[config.mk]
export PLATFORM = sky130hd
export DESIGN_NAME = ser_tx
export DESIGN_NICKNAME = d
export VERILOG_FILES = /design/src/rtl/ser_tx.sv
export SDC_FILE = /design/constraint.sdc
export NUM_CORES = 1
export LEC_CHECK = 0
export CORE_AREA = 2 2 39 41
export DETAILED_ROUTE_END_ITERATION = 10
export DIE_AREA = 0 0 41 43
export PLACE_DENSITY_LB_ADDON = 0.1
export SYNTH_ARGS = -nofsm -noshare
export SYNTH_HDL_FRONTEND = slang
export SYNTH_SLANG_ARGS = --single-unit
[constraint.sdc]
create_clock -name CLK -period 3.7 [get_ports CLK]
set_input_delay 0.74 -clock CLK [delete_from_list [all_inputs] [get_ports CLK]]
set_output_delay 0.74 -clock CLK [all_outputs]
set_load 0.01 [all_outputs]
[src/rtl/ser_tx.sv]
// ---------------------------------------------------------------------------
// ser_tx - parallel-to-serial transmitter
//
// Accepts a WIDTH-bit word over a PVALID/PREADY handshake and shifts it out
// one bit per CLK on SDATA, qualified by SVALID, with SLAST marking the final
// bit of each word. A new word may be accepted on the edge that retires the
// last bit of the current one, so words stream back-to-back with no gap.
//
// Parameters
//   WIDTH     word width in bits (2..32)
//   LSB_FIRST 1: bit 0 first, 0: bit WIDTH-1 first
//   INIT      SDATA level while idle and during reset
//
// Ports
//   CLK     in   clock, rising edge
//   RESETN  in   asynchronous active-low reset
//   PDATA   in   parallel word to transmit
//   PVALID  in   PDATA valid
//   PREADY  out  word can be accepted this cycle
//   SDATA   out  serial data bit
//   SVALID  out  SDATA carries a word bit
//   SLAST   out  current bit is the last bit of the word
// ---------------------------------------------------------------------------
module ser_tx #(
  parameter int   WIDTH     = 4,
  parameter bit   LSB_FIRST = 1'b1,
  parameter logic INIT      = 1'b0
) (
  input  logic             CLK,
  input  logic             RESETN,
  input  logic [WIDTH-1:0] PDATA,
  input  logic             PVALID,
  output logic             PREADY,
  output logic             SDATA,
  output logic             SVALID,
  output logic             SLAST
);

  localparam int CNT_W = $clog2(WIDTH);
  localparam logic [CNT_W-1:0] LAST_CNT = CNT_W'(WIDTH - 1);

  typedef enum logic {
    IDLE,
    SHIFT
  } state_t;

  state_t           state, state_nxt;
  logic [CNT_W-1:0] cnt, cnt_nxt;
  logic [WIDTH-1:0] shreg, shreg_nxt;
  logic             rdy_en;
  logic             last_bit;
  logic             accept;

  // rdy_en holds PREADY low through reset and the first edge after release,
  // so a word presented while reset deasserts is never taken on that edge.
  assign last_bit = (state == SHIFT) && (cnt == LAST_CNT);
  assign PREADY   = rdy_en && ((state == IDLE) || last_bit);
  assign accept   = PVALID && PREADY;

  // Outputs depend only on registered state; PDATA/PVALID never reach them.
  assign SVALID = (state == SHIFT);
  assign SLAST  = last_bit;
  assign SDATA  = SVALID ? (LSB_FIRST ? shreg[0] : shreg[WIDTH-1]) : INIT;

  // NOTE: sequential state uses non-blocking assignments so every flop samples
  // the values from before the edge, independent of statement order.
  // NOTE: the shift register is cleared on reset too, so no stale word bits
  // survive a reset that lands mid-word.
  always_ff @(posedge CLK or negedge RESETN) begin
    if (!RESETN) begin
      state  <= IDLE;
      cnt    <= '0;
      shreg  <= '0;
      rdy_en <= 1'b0;
    end else begin
      state  <= state_nxt;
      cnt    <= cnt_nxt;
      shreg  <= shreg_nxt;
      rdy_en <= 1'b1;
    end
  end

  // NOTE: every signal driven here gets a default first; a path that left one
  // unassigned would infer a latch.
  always_comb begin
    state_nxt = state;
    cnt_nxt   = cnt;
    shreg_nxt = shreg;
    case (state)
      IDLE: begin
        if (accept) begin
          state_nxt = SHIFT;
          cnt_nxt   = '0;
          shreg_nxt = PDATA;
        end
      end
      SHIFT: begin
        if (cnt == LAST_CNT) begin
          cnt_nxt = '0;
          if (accept) begin
            shreg_nxt = PDATA;
          end else begin
            state_nxt = IDLE;
          end
        end else begin
          cnt_nxt   = cnt + CNT_W'(1);
          shreg_nxt = LSB_FIRST ? (shreg >> 1) : (shreg << 1);
        end
      end
      default: state_nxt = IDLE;
    endcase
  end

endmodule

After elaboration in Yosys (flattened, before gate mapping)
Index checks and enable logic that the tools add are counted.

storage, ports and cells
  register bits = 8
  bits of input ports = 7
  output and inout port bits = 4
  word-level logic and storage cells = 22

cells by class
  $add $sub $neg = 1
  equal/unequal tests = 2
  mux-type cells = 10
  bitwise gates (word level) = 1
  reduce and logical (&&, ||, !) cells = 4

operator list
  cell                   number
  $mux W4                2
  $pmux W4 S2            1
  $mux W2                2
  $pmux W2 S2            1
  $logic_and A1 B1 Y1    3
  $mux W1                3
  $add A2 B1 Y2 const B  1
  $eq A2 B2 Y1 const B   1
  $ne A2 B2 Y1 const B   1
  $pmux W1 S2            1
  $logic_or A1 B1 Y1     1
  $not A1 Y1             1

Logic depth before layout (Yosys ltp)
Gate-level depths: netlist of the first run.

  depth after elaboration = 8
  gate-level depth with buffers = 3
  depth with buffers taken out = 3

Worst setup path before layout of the first run
OpenSTA, ideal clock, no wires.

  kind = register -> output
  from = register cnt[0]
  to = output port PREADY
  data arrival time = 1.018 ns
  data required time = 2.960 ns
  path slack = 1.942 ns
  cell stages (with the launch flop) = 4
  buffers on the path = 0
  cell sequence = dfrtp_1 ha_1 nand2b_2 and2_1

on the way
  word-level cells in the longest chain between the ends = 4

RTL lines
  item                    line  source
  from (decl)             48    logic [CNT_W-1:0] cnt, cnt_nxt;
  from (signal assigned)  77    cnt <= cnt_nxt;
  $eq A2 B2 Y1            56    assign last_bit = (state == SHIFT) && (cnt == LAST_CNT);
  $logic_and A1 B1 Y1     56
  $logic_or A1 B1 Y1      57    assign PREADY = rdy_en && ((state == IDLE) || last_bit);
  $logic_and A1 B1 Y1     57
  to (decl)               33    output logic PREADY,

No other way between the ends.

Worst setup path in the final report of the first run
Same ends and word-level chain as after synthesis.

==> impl_summary.md, run 1 <==
Min path
The worst hold path begins at cnt[0]$_DFFE_PN0P_. Counting instances, the worst hold path has a depth of 1. The path class of the tightest hold or removal check is reg2reg.

The worst hold path terminates at cnt[0]$_DFFE_PN0P_.

Placed design
Once placement finished, the instance area stood at 509 um^2. The final estimated routing congestion in global placement is 0.726. The pre-CTS setup slack is 1430 ps. During placement, the flow inserted port buffers numbering 10.

Worst setup path
The reg-to-reg critical path startpoint is cnt[0]$_DFFE_PN0P_. The kind of end point of the critical path is a primary output. The worst path required time is 2960 ps.

The kind of critical path is reg2out. The worst flop-to-flop path endpoint is cnt[0]$_DFFE_PN0P_. In this run the worst path has a maximum fanout of 7. Counting cells, the worst reg-to-reg path comes to 3.

The startpoint class of the critical path is a register. The data arrival at the endpoint of the critical path is 1810 ps. The setup slack of the most critical reg-to-reg path is 2540 ps.

Global route
The via count of the first global-routing pass was 346. The number of antenna violations at the first check in global routing is 0. In the global route stage, overall resource usage came out at 0.123. Entering global routing, the biggest net connects 11 pins. The total grt overflow is 0. The first global-routing pass estimated 1410 um of wire.

Final layout
The number of filler instances in the final layout is 150. The share of final-layout standard cells stronger than drive strength 1 is 0.0833. The layout overhead on the synthesized area is 30.4%. The number of nets at the end of the flow is 58.

The number of antenna repair diodes is 0. The summed area of non-filler cells in the final layout is 532 um^2.

Synthesis
The most repeated cell in the gate-level netlist after synthesis is sky130_fd_sc_hd__dfrtp_1. The cell type with the largest total area after synthesis is sky130_fd_sc_hd__dfrtp_1. Yosys mapped the design onto 18 distinct sky130hd cell types. The flop and latch count out of synthesis is 8. The mean cell area of the mapped netlist is 11.0 um^2.

After synthesis, the cell types taking the most area are sky130_fd_sc_hd__dfrtp_1 49%, sky130_fd_sc_hd__a21bo_1 7.4%, sky130_fd_sc_hd__nor3b_1 5.5%. The fraction of post-synthesis cell area in the top cell type by area is 0.491. The synthesized design contains 0 enable-type register cells.

The top flip-flop cell by instance count after synthesis is sky130_fd_sc_hd__dfrtp_1. The cell area that synthesis handed to floorplanning was 408 um^2. The sequential element share of the synthesized area is 0.491. The cell count after synthesis is 37.

The number of nets in the synthesized netlist is 45. The number of warning messages in the yosys log is 0. The share of flip-flops with an asynchronous set or reset is 1.00.

Routing
In this run the remaining antenna-violating nets after routing total 0. The number of iterations in the first detailed-routing pass is 2. In the detailed route, the total length drawn on met3 is 45 um.

The number of remaining DRC errors is 0. The met2 wire length is 385 um. The wire length per cell is 12.6 um. The count of routing violations after the opening detailed-route iteration is 1. In this run the top signal layer used is met3.

For this block, wires on met1 add up to 373 um. The total routed wirelength is 804 um. Dividing the detail-routed via count by the number of cells gives 4.95. The final route contains 317 vias.

CTS
The number of buffers on the longest clock path is 2. In this run the number of H-tree levels came out at 1. For this design, the CTS-stage hold fixing added 0 buffers. The CTS tree is done. The tree is rooted in a sky130_fd_sc_hd__clkbuf_4. The clock transition at the register clock pins on the worst setup and hold paths after CTS is 50 ps. The latest clock arrival within the worst-skew pair is 250 ps.

The number of buffers inserted during clock tree synthesis is 3. The clock drives 8 sinks. Once the clock tree was built, the setup fixing pass inserted 0 buffers.

In this run, post-CTS repair resized a total of 0 instances.

STA
The upper clock frequency limit is 391 MHz. The final-report hold violation count was 0. The largest clock skew in the final design is 2.11 ps. The setup TNS after final layout is 0 ps. The worst path needs 2550 ps of the cycle, external delays included. The final number of max-transition violations is 0.

The final worst-path cycle share is 0.690. Setup repair after global routing left no endpoint under its margin. The final worst setup slack is 1150 ps. On the final layout, the worst hold slack is 476 ps. Setup violations remaining at the end of the flow were counted as 0.

Pwr
Internal power comes to 0.272 mW. For this design the static power due to leakage is 0.229 nW. The switching fraction of total power is 0.330. Across the VDD grid, the largest voltage drop is 215 uV. The clock network fraction of design power is 0.160. Overall power consumption after layout is estimated at 0.405 mW.

Dividing total power by cell area gives a power density of 762 nW/um^2. For this design the total switching power over the nets is 0.134 mW. Of the total power, combinational logic draws 0.451. The sequential fraction of design power is 0.389.

Floorplan
The vertical die dimension is 43 um. The site row count is 14. The floorplan step set the die width to 41 um. Pin placement for this block handled 11 I/O pins.

The initial cell density of the core is 0.295. The die covers 1760 um^2. The area of the core region is 1380 um^2.

Status
The flow ran to the end, and the final reports show no timing, DRC or antenna violations.

Run
The reported max-cap violation count is 0.
layer usage:
metal  vias up  track usage
met2         8        0.169
met4         0        0.100
met5         -            0
met1       155        0.153
met3         0       0.0314
li1        154            -
critical path, cell delays in order (launching register included):
cell	delay, ps
sky130_fd_sc_hd__dfrtp_1	390
sky130_fd_sc_hd__ha_1	260
sky130_fd_sc_hd__nand2b_2	260
sky130_fd_sc_hd__and2_1	190
sky130_fd_sc_hd__clkdlybuf4s50_1	470
worst max-delay path by stage:
stage	from	endpoint	slack [ps]	cells after the start
2_1_floorplan	cnt[0]$_DFFE_PN0P_	PREADY	1940	3
3_3_place_gp	cnt[0]$_DFFE_PN0P_	PREADY	1450	4
3_5_place_dp	cnt[0]$_DFFE_PN0P_	PREADY	1430	4
4_1_cts	cnt[0]$_DFFE_PN0P_	PREADY	1130	4
5_1_grt	cnt[0]$_DFFE_PN0P_	PREADY	1090	4
6_report	cnt[0]$_DFFE_PN0P_	PREADY	1150	4
registers in the layout, indices dropped and copies added, names as in the netlist:
signal / cells
rdy_en: 1
SVALID: 1
shreg: 4
cnt: 2
placed cells by master (no fill, tap or decap), drive strengths merged, types with 2 or more instances in the layout:
cell,count
clkbuf,3
and2,3
a31oi,3
clkdlybuf4s50,10
dfrtp,8
nand3,3
nand2,2
nor3b,3
nor2b,2
a21bo,3
area by class of cell:
cell class,count,area [um^2],share of cell area
sequential,8,200,0.376
tap,16,20.0,0.0376
timing repair buffer,10,100,0.188
multi-input combinational,27,189,0.355
clock buffer,3,22.5,0.0424
cells by family after synthesis:
kind of cell / Yosys count / synth area share
adder cells (fa/ha/maj): 1 / 0.0307
AO/OA/AOI/OAI: 10 / 0.199
flip-flops: 8 / 0.491
buffers and inverters: 2 / 0.0460
other: 1 / 0.00919
AND/OR/NAND/NOR: 15 / 0.224
stage by stage:
step,instances,util
finish,64,0.384
detailed placement,61,0.368
global placement,61,0.368
global route,64,0.384
floorplan,37,-
CTS,64,0.384
power by group through the flow:
stage / logic (mW) / clock network, mW / registers (mW)
final: 0.183 / 0.0649 / 0.157
after floorplan: 0.118 / 0 / 0.150
after detailed placement: 0.181 / 0 / 0.158
after global routing: 0.204 / 0.0735 / 0.162
after global placement: 0.183 / 0 / 0.157
after CTS: 0.184 / 0.0694 / 0.158
(Power assumes the default switching activity.)
==> run 2, diff against run 1 <==
==> constraint.sdc (replaced) <==
create_clock -name CLK -period 2.18 [get_ports CLK]
set_input_delay 0.436 -clock CLK [delete_from_list [all_inputs] [get_ports CLK]]
set_output_delay 0.436 -clock CLK [all_outputs]
set_load 0.01 [all_outputs]
==> run 2 against run 1 <==
- final cell count unchanged
- flip-flop and latch count unchanged
- clock power up 69%
- highest routed layer unchanged
==> impl_summary.md, run 2 (synthesized netlist as in run 1, its figures left out) <==
Floorplan
For this configuration, the core starts out at a cell density of 0.295. In this run the count of I/O pins placed on the die edge is 11. The site row count is 14. The vertical die dimension is 43 um.

The area of the die is 1760 um^2. The horizontal die dimension is 41 um. The area of the core region is 1380 um^2.

Global route
For this run the aggregate overflow at the end of global routing stands at 0. The first global-routing pass estimated 1430 um of wire. The number of antenna violations at the first check in global routing is 0.

The maximum number of pins on one net before global-route repair is 11. In the global route stage, overall resource usage came out at 0.125. The via count of the first global-routing pass is 344.

Final layout
The register with the most flip-flops in the final layout is shreg. The post-route core utilization is 0.397. The summed area of non-filler cells in the final layout is 549 um^2. In the layout the commonest cells are 10 x sky130_fd_sc_hd__clkdlybuf4s50_1, 8 x sky130_fd_sc_hd__dfrtp_1. The layout overhead on the synthesized area is 34.7%.

In the final layout, the share of cells above drive strength 1 is 0.104. The most common library cell in the layout ignoring fill and taps is sky130_fd_sc_hd__clkdlybuf4s50_1. The largest registers in the layout are shreg: 4 flops, cnt: 2 flops. The register with the most flip-flops in the layout has 4 of them. The number of antenna diodes in the final layout is 0. At the end of the flow, the number of nets in the layout was 58.

STA
The setup TNS after final layout is 0 ps. The final-report hold violation count is 0. The upper clock frequency limit is 476 MHz. The smallest hold slack is 467 ps. Setup violations remaining at the end of the flow were counted as 0. Setup repair after global routing left no endpoint under its margin. In the finished design, the share of the clock period the worst path needs comes to 0.964. The smallest clock period supported by the final layout is computed as 2100 ps.

The final number of max-transition violations is 0. The largest clock skew in the final design is 2.77 ps.

Placed design
In this run the tool buffered the top-level ports with 10 buffer cells. The post-detailed-placement cell area is 509 um^2. The final estimated routing congestion in global placement is 0.726.

Worst setup path
The setup slack of the most critical reg-to-reg path is 1150 ps. Of all nets on the critical path, the largest fanout is 7. The setup path with the least slack is of type reg2out. The kind of end point of the critical path is a primary output. Data arrives at the worst endpoint at 1670 ps.

STA puts the critical path data required time at 1740 ps. The worst setup path is launched from a register.

CTS
The number of buffers inserted during clock tree synthesis is 3. Clock tree synthesis selected as its root buffer the cell sky130_fd_sc_hd__clkbuf_4. The clock transition at the register clock pins on the worst setup and hold paths after CTS is 50 ps. Counting every sink on the clock net gives 8. The clock passes through at most 2 buffers. Hold repair after CTS inserted 0 buffers.

In this run the number of H-tree levels came out at 1. The CTS tree is done. The post-CTS setup repair buffer count is 0. For the worst-skew pair, the clock arrives at the later sink with an insertion delay of 250 ps.

Routing
The number of iterations in the first detailed-routing pass is 4. The total routed wirelength is 820 um. Dividing the detail-routed via count by the number of cells gives 4.98. For this block, the initial DRC count from the detailed router was 1.

In the routed design, unresolved DRC markers number 0. The number of nets with antenna violations after detailed routing is 0. The wire length per cell is 12.8 um. Detailed routing inserted a total of 319 vias.

Pwr
After layout, the design draws a total of 0.722 mW. The leakage power is 0.231 nW. VDD sags by at most 389 uV. The total power divided by cell area is 1320 nW/um^2.

Run
The reported max-cap violation count is 0.

Min path
The tightest min-delay check is of the in2async type.

Status
The flow ran to the end, and the final reports show no timing, DRC or antenna violations.
## run 2: cell counts in the layout (fill, tap and decap cells not counted)
No cell type changed its count.
## run 2: area by class of cell
class	instances	area, um^2
tap	16	20.0
clock buffer	3	22.5
sequential	8	200
multi-input combinational	27	206
timing repair buffer	10	100
fill	154	835
## run 2: metal layers
layer  part of all wire  vias to the layer above  global-route usage
met2               0.47                        8               0.169
met3              0.055                        0              0.0314
met4                  0                        0               0.100
li1                   -                      154                   -
met1               0.48                      157               0.159
met5                  0                        -                   0
## run 2: stage by stage
step / setup WS (ps) / instances
final: 77.4 / 64
after global routing: 23.1 / 64
after CTS: 43.8 / 64
after detailed placement: 214 / 61
after global placement: 235 / 61
after floorplan: 726 / 37
## run 2: path summary, 6_finish.rpt
check                                          end  cells past startpoint                from
min in group CLK                cnt[0]$_DFFE_PN0P_                      1  cnt[0]$_DFFE_PN0P_
worst min register to register  cnt[0]$_DFFE_PN0P_                      1  cnt[0]$_DFFE_PN0P_
worst max-delay path                        PREADY                      4  cnt[0]$_DFFE_PN0P_
worst min-delay path              SVALID$_DFF_PN0_                      1              RESETN
worst max register to register  shreg[1]$_DFF_PN0_                      3  cnt[0]$_DFFE_PN0P_
max in group asynchronous       shreg[0]$_DFF_PN0_                      1              RESETN
## run 2: power by group
group | leakage [nW] | internal [mW] | switching [mW]
sequential | 0.0961 | 0.212 | 0.0650
combinational | 0.121 | 0.208 | 0.127
clock | 0.0138 | 0.0628 | 0.0473
total | 0.231 | 0.483 | 0.239
## run 2: repair_timing
action                     in CTS  in global routing
setup endpoints to repair       1                  1
gates resized for setup         2                  1
pin swaps                       0                  0
## run 2: worst max-delay path, stage by stage, from the launching register on
cell                              delay [ps]
sky130_fd_sc_hd__dfrtp_1                 410
sky130_fd_sc_hd__ha_4                    190
sky130_fd_sc_hd__nand2b_4                170
sky130_fd_sc_hd__and2_1                  170
sky130_fd_sc_hd__clkdlybuf4s50_1         470
==> run 3, diff against run 2 <==
--- a/config.mk
+++ b/config.mk
@@ -5,9 +5,10 @@
 export SDC_FILE = /design/constraint.sdc
 export NUM_CORES = 1
 export LEC_CHECK = 0
-export CORE_AREA = 2 2 39 41
+export CELL_PAD_IN_SITES_DETAIL_PLACEMENT = 1
+export CELL_PAD_IN_SITES_GLOBAL_PLACEMENT = 1
+export CORE_UTILIZATION = 30
 export DETAILED_ROUTE_END_ITERATION = 10
-export DIE_AREA = 0 0 41 43
 export PLACE_DENSITY_LB_ADDON = 0.1
 export SYNTH_ARGS = -nofsm -noshare
 export SYNTH_HDL_FRONTEND = slang
==> run 3 against run 2 <==
- count of clock-buffer cells in the layout is the same
- sequential share of layout area grew 0.68 points
- global-route usage grew 3.9 points
- combinational power shrank 4%
- non-clock buffer count is the same
- clock skew grew 4.7 ps
- first-iteration DRC count is the same
- via count shrank 1.3%
- sequential power shrank 3%
- flip-flop and latch count is the same
- final area shrank 1.8%
- highest routed layer is now met4
==> impl_summary.md, run 3 (synthesized netlist as in run 1, its figures left out) <==
STA
The setup TNS after final layout is 0 ps. The final worst-path cycle share is 0.883. The final number of max-transition violations was 0.

Setup repair after global routing left no endpoint under its margin. The final setup violation count is 0. Across all setup checks in the final design, the least slack found is 254 ps.

The upper clock frequency limit is 519 MHz. The final-report hold violation count is 0. The minimum clock period is 1930 ps.

On the final layout, the worst clock skew is 7.44 ps.

Routing
The wire length per cell is 14.3 um. The per-cell via count in the routed design is 5.08. The count of routing violations after the opening detailed-route iteration is 1. For this block, the routed nets add up to 888 um of wire. The number of nets with antenna violations after detailed routing is 0. The routed via count is 315. For this run, the detailed router's first-pass iteration total came to 2. The number of remaining DRC errors is 0.

Run
Max-cap violations in this run came to 0.

Pwr
The total power of the final layout is 0.703 mW. The leakage power is 0.244 nW. The combinational share of power is 0.459. The total power divided by cell area is 1300 nW/um^2. The worst ir drop on vdd is 462 uV. The clock network fraction of design power is 0.157.

The internal portion of total power is 0.469 mW. The sequential fraction of design power is 0.384. In this run the power spent charging and discharging nets is 0.234 mW.

Of the total power, the share spent switching nets is 0.333.

Floorplan
For this configuration, the core starts out at a cell density of 0.344. In this run the core area contains 12 standard-cell rows. The region available for standard cell placement spans 1190 um^2. 11 I/O pins were placed. The vertical die dimension is 38.9 um. The die covers 1510 um^2. The floorplan step set the die width to 38.9 um.

CTS
The CTS tree is done. After clock tree synthesis, the clock-pin slew on the worst setup and hold paths is 60 ps. In this run the clock root is driven by a sky130_fd_sc_hd__clkbuf_4. The longest clock path from root to sink contains 2 buffers. The number of levels in the clock H-tree is 1. The total number of clock tree sinks is 8. The number of buffers inserted during clock tree synthesis is 3. The latest clock arrival within the worst-skew pair is 250 ps. The hold-fix buffer count after cts is 0.

Final layout
From synthesis to final layout, the design area changed by 32.2%. The most common library cell in the layout ignoring fill and taps is sky130_fd_sc_hd__clkdlybuf4s50_1. The register name with the most flops is shreg. The largest registers in the layout are shreg: 4 flops, cnt: 2 flops. The register with the most flip-flops in the layout has 4 of them. In the layout the commonest cells are 9 x sky130_fd_sc_hd__clkdlybuf4s50_1, 8 x sky130_fd_sc_hd__dfrtp_1.

The net count of the finished layout is 58. The summed area of non-filler cells in the final layout is 539 um^2. The number of antenna repair diodes is 0. The share of final-layout standard cells stronger than drive strength 1 is 0.104.

Placed design
The number of buffers inserted by port buffering is 10. The pre-CTS setup slack is 208 ps. The wire-length estimate of the detail-placed layout is 624 um. At the end of routability-driven placement, the weighted congestion stood at 0.787. The placed instances occupy a cell area of 507 um^2.

Global route
The wire length of the first global-routing pass is 1520 um. Entering global routing, the biggest net connects 11 pins. The number of antenna violations at the first check in global routing came to 0. In the global route stage, overall resource usage came out at 0.164. The total grt overflow is 0. The via count of the first global-routing pass is 324.

Worst setup path
Along the worst path, the maximum fanout reaches 5. The critical path is of the reg2out type. The startpoint class of the critical path is a register. The kind of end point of the critical path is a primary output.

Data arrives at the worst endpoint at 1490 ps. The worst path required time is 1740 ps.

Min path
The path category of the worst min-delay check is in2async.

Status
The flow ran to the end, and the final reports show no timing, DRC or antenna violations.
-- run 3: final timing paths --
| path | slack (ps) | depth (start not counted) | startpoint | end |
|---|---|---|---|---|
| max | 250 | 3 | cnt[0]$_DFFE_PN0P_ | SLAST |
| min reg2reg | 480 | 1 | cnt[0]$_DFFE_PN0P_ | cnt[0]$_DFFE_PN0P_ |
| max reg2reg | 1130 | 3 | cnt[0]$_DFFE_PN0P_ | shreg[0]$_DFF_PN0_ |
| min in group CLK | 480 | 1 | cnt[0]$_DFFE_PN0P_ | cnt[0]$_DFFE_PN0P_ |
| max in group asynchronous | 1440 | 1 | RESETN | cnt[1]$_DFFE_PN0P_ |
| min | 470 | 1 | RESETN | shreg[0]$_DFF_PN0_ |
-- run 3: power by group through the flow --
stage,clock network (mW),registers (mW),logic (mW)
after floorplan,0,0.254,0.201
after global placement,0,0.264,0.308
after detailed placement,0,0.268,0.308
after CTS,0.117,0.268,0.323
after global routing,0.123,0.279,0.361
final,0.110,0.270,0.323
-- run 3: timing repair --
item / CTS / global route
setup endpoints to repair: 1 / 1
pin swaps: 0 / 0
setup buffers: 0 / 0
hold endpoints to repair: 0 / 0
resized for setup: 1 / 2
-- run 3: final cells by class --
type                       instances  area (um^2)
clock buffer                       3         22.5
fill                             132          647
multi-input combinational         27          196
sequential                         8          200
tap                               14         17.5
timing repair buffer              10          103
-- run 3: per-stage QoR --
step / hold slack (ps) / utilization / std cells
floorplan: 140 / - / 37
global placement: 453 / 0.427 / 59
detailed placement: 474 / 0.427 / 59
CTS: 477 / 0.450 / 62
global route: 491 / 0.455 / 62
finish: 466 / 0.455 / 62
-- run 3: per-layer routing --
| layer | up-vias | share of wire | global-route usage |
|---|---|---|---|
| met5 | - | 0 | 0 |
| met4 | 0 | 0.018 | 0.129 |
| met3 | 2 | 0.041 | 0.0520 |
| met2 | 7 | 0.45 | 0.221 |
| met1 | 152 | 0.49 | 0.211 |
| li1 | 154 | - | - |
-- run 3: worst max-delay path, stage by stage (launching register included) --
cell and delay, ps:
sky130_fd_sc_hd__dfrtp_1 370, sky130_fd_sc_hd__ha_2 230, sky130_fd_sc_hd__and2_1 130, sky130_fd_sc_hd__clkdlybuf4s50_1 520
